### config.mk
export PLATFORM = sky130hd
export DESIGN_NAME = cv32e41s_pmp_check_sched
export DESIGN_NICKNAME = d
export VERILOG_FILES = /design/src/rtl/cv32e41s_pmp_check_sched_pkg.sv /design/src/rtl/cv32e41s_pmp_rr_arb2.sv /design/src/rtl/cv32e41s_pmp_check_sched.sv
export SDC_FILE = /design/constraint.sdc
export NUM_CORES = 1
export LEC_CHECK = 0
export ABC_CLOCK_PERIOD_IN_PS = 2700
export CORE_MARGIN = 1
export CORE_UTILIZATION = 43
export CTS_BUF_LIST = sky130_fd_sc_hd__clkbuf_8 sky130_fd_sc_hd__clkbuf_16
export DETAILED_ROUTE_END_ITERATION = 12
export PLACE_DENSITY = 0.93
export SLEW_MARGIN = 20
export SYNTH_ARGS = -nofsm -noshare
export SYNTH_HDL_FRONTEND = slang
export SYNTH_HIERARCHICAL = 1
export SYNTH_SLANG_ARGS = --single-unit
### constraint.sdc
create_clock -name clk -period 2.7 [get_ports clk]
set_input_delay 0.27 -clock clk [delete_from_list [all_inputs] [get_ports clk]]
set_output_delay 0.27 -clock clk [all_outputs]
set_load 0.02 [all_outputs]
### src/rtl/cv32e41s_pmp_check_sched_pkg.sv
// Types shared by the PMP check scheduler and its round-robin arbiter.
package cv32e41s_pmp_check_sched_pkg;

  typedef enum logic [1:0] {
    PRIV_LVL_U = 2'b00,
    PRIV_LVL_S = 2'b01,
    PRIV_LVL_H = 2'b10,
    PRIV_LVL_M = 2'b11
  } privlvl_t;

  typedef enum logic [1:0] {
    PMP_ACC_EXEC  = 2'b00,
    PMP_ACC_WRITE = 2'b01,
    PMP_ACC_READ  = 2'b10
  } pmp_req_e;

  typedef enum logic [1:0] {IDLE, CHK_LO, CHK_HI, RSP} pmp_sched_state_e;

  typedef enum logic {PMP_RQ_IFU, PMP_RQ_LSU} pmp_requester_e;

  typedef struct packed {
    logic [33:0]    addr;
    pmp_req_e       acc_type;
    logic [1:0]     size;
    logic           debug_region;
    privlvl_t       priv_lvl;
    pmp_requester_e requester;
  } pmp_sched_req_t;

  localparam pmp_sched_req_t PMP_SCHED_REQ_RESET = '{
    addr:         '0,
    acc_type:     PMP_ACC_READ,
    size:         2'd0,
    debug_region: 1'b0,
    priv_lvl:     PRIV_LVL_M,
    requester:    PMP_RQ_IFU
  };

  // Size encoding 3 is illegal and behaves as a word.
  function automatic logic [2:0] size_bytes(logic [1:0] size);
    unique case (size)
      2'd0:    size_bytes = 3'd1;
      2'd1:    size_bytes = 3'd2;
      default: size_bytes = 3'd4;
    endcase
  endfunction

endpackage

### src/rtl/cv32e41s_pmp_rr_arb2.sv
// Two-input round-robin arbiter between IFU and LSU; a tie goes to the requester not granted last.
module cv32e41s_pmp_rr_arb2
  import cv32e41s_pmp_check_sched_pkg::*;
(
  input  logic clk,
  input  logic rst_n,
  input  logic req_ifu_i,
  input  logic req_lsu_i,
  input  logic accept_i,
  output logic gnt_ifu_o,
  output logic gnt_lsu_o
);

  pmp_requester_e last_grant_q;

  always_comb begin
    gnt_ifu_o = 1'b0;
    gnt_lsu_o = 1'b0;
    if (req_ifu_i && req_lsu_i) begin
      gnt_lsu_o = (last_grant_q == PMP_RQ_IFU);
      gnt_ifu_o = !gnt_lsu_o;
    end else begin
      gnt_ifu_o = req_ifu_i;
      gnt_lsu_o = req_lsu_i;
    end
  end

  always_ff @(posedge clk) begin
    if (!rst_n) begin
      last_grant_q <= PMP_RQ_IFU;
    end else if (accept_i) begin
      last_grant_q <= gnt_lsu_o ? PMP_RQ_LSU : PMP_RQ_IFU;
    end
  end

endmodule

### src/rtl/cv32e41s_pmp_check_sched.sv
// Time-shares one PMP checker between IFU and LSU, splitting word-crossing LSU accesses in two.
// Optional first-fault capture is enabled by defining CV32E41S_PMP_FAULT_CAPTURE_EN.
module cv32e41s_pmp_check_sched
  import cv32e41s_pmp_check_sched_pkg::*;
#(
  parameter int unsigned PMP_NUM_REGIONS = 0
) (
  input  logic        clk,
  input  logic        rst_n,
  input  privlvl_t    priv_lvl_i,
  input  logic        ifu_req_valid_i,
  output logic        ifu_req_ready_o,
  input  logic [33:0] ifu_req_addr_i,
  input  logic        ifu_req_debug_region_i,
  input  logic        lsu_req_valid_i,
  output logic        lsu_req_ready_o,
  input  logic [33:0] lsu_req_addr_i,
  input  logic        lsu_req_we_i,
  input  logic [1:0]  lsu_req_size_i,
  input  logic        lsu_req_debug_region_i,
  output logic [33:0] pmp_req_addr_o,
  output pmp_req_e    pmp_req_type_o,
  output logic        pmp_req_debug_region_o,
  output privlvl_t    pmp_priv_lvl_o,
  input  logic        pmp_req_err_i,
  output logic        ifu_rsp_valid_o,
  output logic        ifu_rsp_err_o,
  output logic        lsu_rsp_valid_o,
  output logic        lsu_rsp_err_o,
  output logic        fault_valid_o,
  output logic [33:0] fault_addr_o,
  input  logic        fault_clr_i
);

  pmp_sched_state_e state_q, state_d;
  pmp_sched_req_t   req_q, req_d;
  logic             err_lo_q, err_hi_q;
  logic             gnt_ifu, gnt_lsu, accept_window, accept_ifu, accept_lsu, accept, split;
  logic [33:0]      hi_addr;

  // Region count only matters inside the checker; the scheduling is identical for any value.
  logic unused_sig;
  assign unused_sig = ^{ifu_req_addr_i[1:0], (PMP_NUM_REGIONS != 0)};

  cv32e41s_pmp_rr_arb2 u_arb (
    .clk       (clk),
    .rst_n     (rst_n),
    .req_ifu_i (ifu_req_valid_i),
    .req_lsu_i (lsu_req_valid_i),
    .accept_i  (accept),
    .gnt_ifu_o (gnt_ifu),
    .gnt_lsu_o (gnt_lsu)
  );

  assign accept_window   = rst_n && ((state_q == IDLE) || (state_q == RSP));
  assign ifu_req_ready_o = accept_window && gnt_ifu;
  assign lsu_req_ready_o = accept_window && gnt_lsu;
  assign accept_ifu      = ifu_req_valid_i && ifu_req_ready_o;
  assign accept_lsu      = lsu_req_valid_i && lsu_req_ready_o;
  assign accept          = accept_ifu || accept_lsu;

  assign split   = (req_q.requester == PMP_RQ_LSU) &&
                   (({1'b0, req_q.addr[1:0]} + size_bytes(req_q.size)) > 3'd4);
  assign hi_addr = {req_q.addr[33:2] + 32'd1, 2'b00};

  always_comb begin
    req_d = req_q;
    if (accept_lsu) begin
      req_d.addr         = lsu_req_addr_i;
      req_d.acc_type     = lsu_req_we_i ? PMP_ACC_WRITE : PMP_ACC_READ;
      req_d.size         = lsu_req_size_i;
      req_d.debug_region = lsu_req_debug_region_i;
      req_d.priv_lvl     = priv_lvl_i;
      req_d.requester    = PMP_RQ_LSU;
    end else if (accept_ifu) begin
      req_d.addr         = {ifu_req_addr_i[33:2], 2'b00};
      req_d.acc_type     = PMP_ACC_EXEC;
      req_d.size         = 2'd2;
      req_d.debug_region = ifu_req_debug_region_i;
      req_d.priv_lvl     = priv_lvl_i;
      req_d.requester    = PMP_RQ_IFU;
    end
  end

  always_comb begin
    state_d                = state_q;
    pmp_req_addr_o         = '0;
    pmp_req_type_o         = PMP_ACC_READ;
    pmp_req_debug_region_o = 1'b0;
    pmp_priv_lvl_o         = PRIV_LVL_M;
    unique case (state_q)
      IDLE: begin
        if (accept) state_d = CHK_LO;
      end
      CHK_LO: begin
        pmp_req_addr_o         = req_q.addr;
        pmp_req_type_o         = req_q.acc_type;
        pmp_req_debug_region_o = req_q.debug_region;
        pmp_priv_lvl_o         = req_q.priv_lvl;
        state_d                = split ? CHK_HI : RSP;
      end
      CHK_HI: begin
        pmp_req_addr_o         = hi_addr;
        pmp_req_type_o         = req_q.acc_type;
        pmp_req_debug_region_o = req_q.debug_region;
        pmp_priv_lvl_o         = req_q.priv_lvl;
        state_d                = RSP;
      end
      RSP: begin
        state_d = accept ? CHK_LO : IDLE;
      end
      default: state_d = IDLE;
    endcase
  end

  always_ff @(posedge clk) begin
    if (!rst_n) begin
      state_q  <= IDLE;
      req_q    <= PMP_SCHED_REQ_RESET;
      err_lo_q <= 1'b0;
      err_hi_q <= 1'b0;
    end else begin
      state_q <= state_d;
      req_q   <= req_d;
      // err_hi must be cleared so an unsplit request does not inherit an old hi fault.
      if (accept) begin
        err_lo_q <= 1'b0;
        err_hi_q <= 1'b0;
      end else if (state_q == CHK_LO) begin
        err_lo_q <= pmp_req_err_i;
      end else if (state_q == CHK_HI) begin
        err_hi_q <= pmp_req_err_i;
      end
    end
  end

  assign ifu_rsp_valid_o = (state_q == RSP) && (req_q.requester == PMP_RQ_IFU);
  assign lsu_rsp_valid_o = (state_q == RSP) && (req_q.requester == PMP_RQ_LSU);
  assign ifu_rsp_err_o   = ifu_rsp_valid_o && (err_lo_q || err_hi_q);
  assign lsu_rsp_err_o   = lsu_rsp_valid_o && (err_lo_q || err_hi_q);

`ifdef CV32E41S_PMP_FAULT_CAPTURE_EN
  logic        fault_valid_q;
  logic [33:0] fault_addr_q;

  always_ff @(posedge clk) begin
    if (!rst_n) begin
      fault_valid_q <= 1'b0;
      fault_addr_q  <= '0;
    end else if (fault_clr_i) begin
      fault_valid_q <= 1'b0;
      fault_addr_q  <= '0;
    end else if (!fault_valid_q && pmp_req_err_i &&
                 ((state_q == CHK_LO) || (state_q == CHK_HI))) begin
      fault_valid_q <= 1'b1;
      fault_addr_q  <= pmp_req_addr_o;
    end
  end

  assign fault_valid_o = fault_valid_q;
  assign fault_addr_o  = fault_addr_q;
`else
  logic unused_fault_clr;
  assign unused_fault_clr = fault_clr_i;
  assign fault_valid_o    = 1'b0;
  assign fault_addr_o     = '0;
`endif

endmodule

==> results.toml <==
[grt]
grt-ovfl-total = 0
grt_start_max_net_pins = 42
antenna_found_initial = 0
track_usage_pct = 27.4
grtUsageMet3_pct = 6.02
use_met2_pct = 45.3
use_met1_pct = 34.6
grt_pass1_vias = 3994
grt_pass1_wl_um = 18900
top_usage_layer = "met2"

[worst_setup_path]
crit_chain = "buf_4 -> and4_1 -> nand4_1 -> buf_4 -> or4b_1 -> nand3_1 -> dlygate4sd2_1"
cp.arrival_ns = 2.36
worst_path_largest_cell_delay_ns = 0.49
startpoint_type = "flop"
cpMaxStageDelayCell = "or4b_1"
path_delay_family = "simple AND/OR/NAND/NOR gates"
startpoint = "req_q[11]"
worstSetupEndpointType = "output pin"
cp_common_cell = "buf_4"
reg2reg_from = "state_q[1]"
critical_path_class = "flop to output pin"
required_ns = 2.43
crit_buf_inv = 3
critical_path_peak_fanout = 6

[synthesis]
synth_top_area_share_pct = 26.4
yosysUniqueCellTypes = 63
synth_flop_cell = "dfxtp_1"
ys_top_cells_by_area = "dfxtp_1 (26%), a31oi_1 (8.6%), buf_4 (7.8%)"
synth_async_sr_flop_share_pct = 0
yosysTopAreaCell = "dfxtp_1"
avgSynthCellArea_um2 = 7.05
synth_edf_count = 0
ys_seq_elements = 47
postSynthCellCount = 506
seq_area_frac_synth_pct = 26.4
synth-warning-count = 6
syn-cell-area_um2 = 3570

[clocking]
clockRootBuffer = "clkbuf_8"
cts_tree = "yes"
clk-insertion-delay-late_ns = 0.31
cts_made_buffers = 5
h-tree-depth = 2
clock-sinks = 47
ctsLongestPathBuffers = 2
path_clk_slew_ns = 0.09

[floorplan]
die_y_um = 93.1
ioPinCount = 161
row_count = 32
coreArea_um2 = 7890
initial_core_util_pct = 45.2
dieArea_um2 = 8660
fp.dieW_um = 93.1

[place]
place_area_um2 = 5010
place.gp.congestion = 0.948
placed_cells = 740
portBuffers = 122
hpwlAfterDp_um = 9080

[cells_and_area]
n_antenna_cell = 0
multi_input_area_um2 = 2310
seq_area_um2 = 950
layout_commonest_cell = "clkdlybuf4s50_1"
nNetsFinal = 737
finalNonFillerCells = 751
drive_above_1_share_pct = 12.8
syn_to_final_growth_pct = 44.0
final_util_pct = 65.1
fill_cells = 682
fin_area_um2 = 5140
mostFrequentLayoutCells = "clkdlybuf4s50_1 (91), nand2_1 (59), nor2_1 (55)"

[timing]
tns_ns = 0
drv_slew = 0
post-route-period-util_pct = 97.6
relSlewSlack_pct = 63.7
worst_pin_slew_ns = 0.545
fmax_ghz = 0.380
hold_viol = 0
fin_skew_ns = 0.00904
min_period_ns = 2.63
final-setup-viol-count = 0

[drt]
drc = 0
wirelength_um = 12000
antenna_left = 0
vias_per_cell = 5.78
dr.pass1.iters = 5
vias = 4343
avgRoutedWirePerCell_um = 16.0
drt_iter0_markers = 379

[pwr]
ir_worst_vdd_mv = 0.320
power.density_nw_per_um2 = 588
p_leak_nw = 2.19
power_mw = 3.02

[hold_path]
hp-class = "flop to flop"
min_from = "req_q[1]"

[outcome]
status = "completed"

[run]
maxCapViolations = 0
-- path summary, 6_finish.rpt --
| check | slack (ns) | cells after the start | endpoint |
|---|---|---|---|
| worst max-delay path | 0.07 | 7 | pmp_req_addr_o[33] |
| worst min-delay path | 0.47 | 2 | req_q[1] |
| worst max register to register | 0.30 | 9 | u_arb/last_grant_q |
| worst min register to register | 0.47 | 2 | req_q[1] |
-- cell families (layout without fill, tap and decap cells) --
kind of cell	after synthesis	count (layout)	share of synthesized area, %
AO/OA/AOI/OAI	120	120	22.4
other	1	35	0.105
multiplexers	3	3	0.842
adder cells (fa/ha/maj)	8	8	3.02
flip-flops	47	47	26.4
XOR/XNOR	2	2	0.491
AND/OR/NAND/NOR	236	236	33.4
buffers and inverters	89	198	13.4
-- where the power goes --
part	leakage, nW	internal [mW]	switching [mW]	total (mW)
clock network	0.0453	0.178	0.254	0.432
registers	0.390	0.878	0.160	1.04
logic	1.75	0.677	0.875	1.55
-- worst reg2reg max path, delay by kind of cell (launching register included) --
kind / cells / cell delay, ns
adders and majority gates: 1 / 0.29
AOI/OAI and AO/OA: 1 / 0.10
buffers and inverters: 4 / 0.60
and+or+nand+nor: 3 / 1.01
DFF: 1 / 0.36
-- registers in the layout, indices dropped and copies added (netlist names) --
signal	count
err_hi_q	1
req_q	42
err_lo_q	1
state_q	2
u_arb/last_grant_q	1
-- metal layers --
metal	wire, µm	up-vias	share of wire (%)
li1	-	2056	-
met1	4980	2003	42
met3	952	48	7.9
met4	375	0	3.1
met2	5690	236	47
met5	0	-	0
-- stage by stage --
step,hold WS (ns),worst slack (ns)
after CTS,0.471,-0.00801
final,0.469,0.0654
after detailed placement,0.457,0.0221
after global routing,0.494,-0.00204
after floorplan,0.404,0.207
after global placement,0.450,0.116
-- cells in the mapped netlist, drive strengths merged (2+ instances only) --
library cell / count
a31o: 3
and3: 7
inv: 13
a21boi: 4
buf: 43
o41ai: 2
and2: 6
o21ai: 20
a21o: 5
nand2: 61
o21a: 3
o311ai: 3
and4: 6
nor2: 56
a221o: 2
nand3: 49
nand4: 14
and4b: 2
clkbuf: 32
nor2b: 4
dfxtp: 47
a21oi: 10
nand4b: 2
a31oi: 49
and3b: 2
nor4: 9
nor3b: 2
a41oi: 3
a211o: 2
a22oi: 4
or4: 3
nand2b: 5
mux2i: 3
ha: 7
nor3: 6
-- layout make-up --
class,count,share of cell area [%]
multi-input combinational,404,44.9
timing repair buffer,176,31.4
clock buffer,5,1.34
sequential,47,18.5
clock inverter,3,0.317
inverter,14,1.02
tap,102,2.48
-- repair_timing --
item | in CTS | in global routing
setup endpoints to repair | 31 | 19
gates resized for setup | 32 | 14
hold buffers | 0 | 0
pin swaps | 2 | 1
buffers inserted | 3 | 0
gates cloned | 0 | 0
No activity file was read; power rests on OpenSTA's default activity.
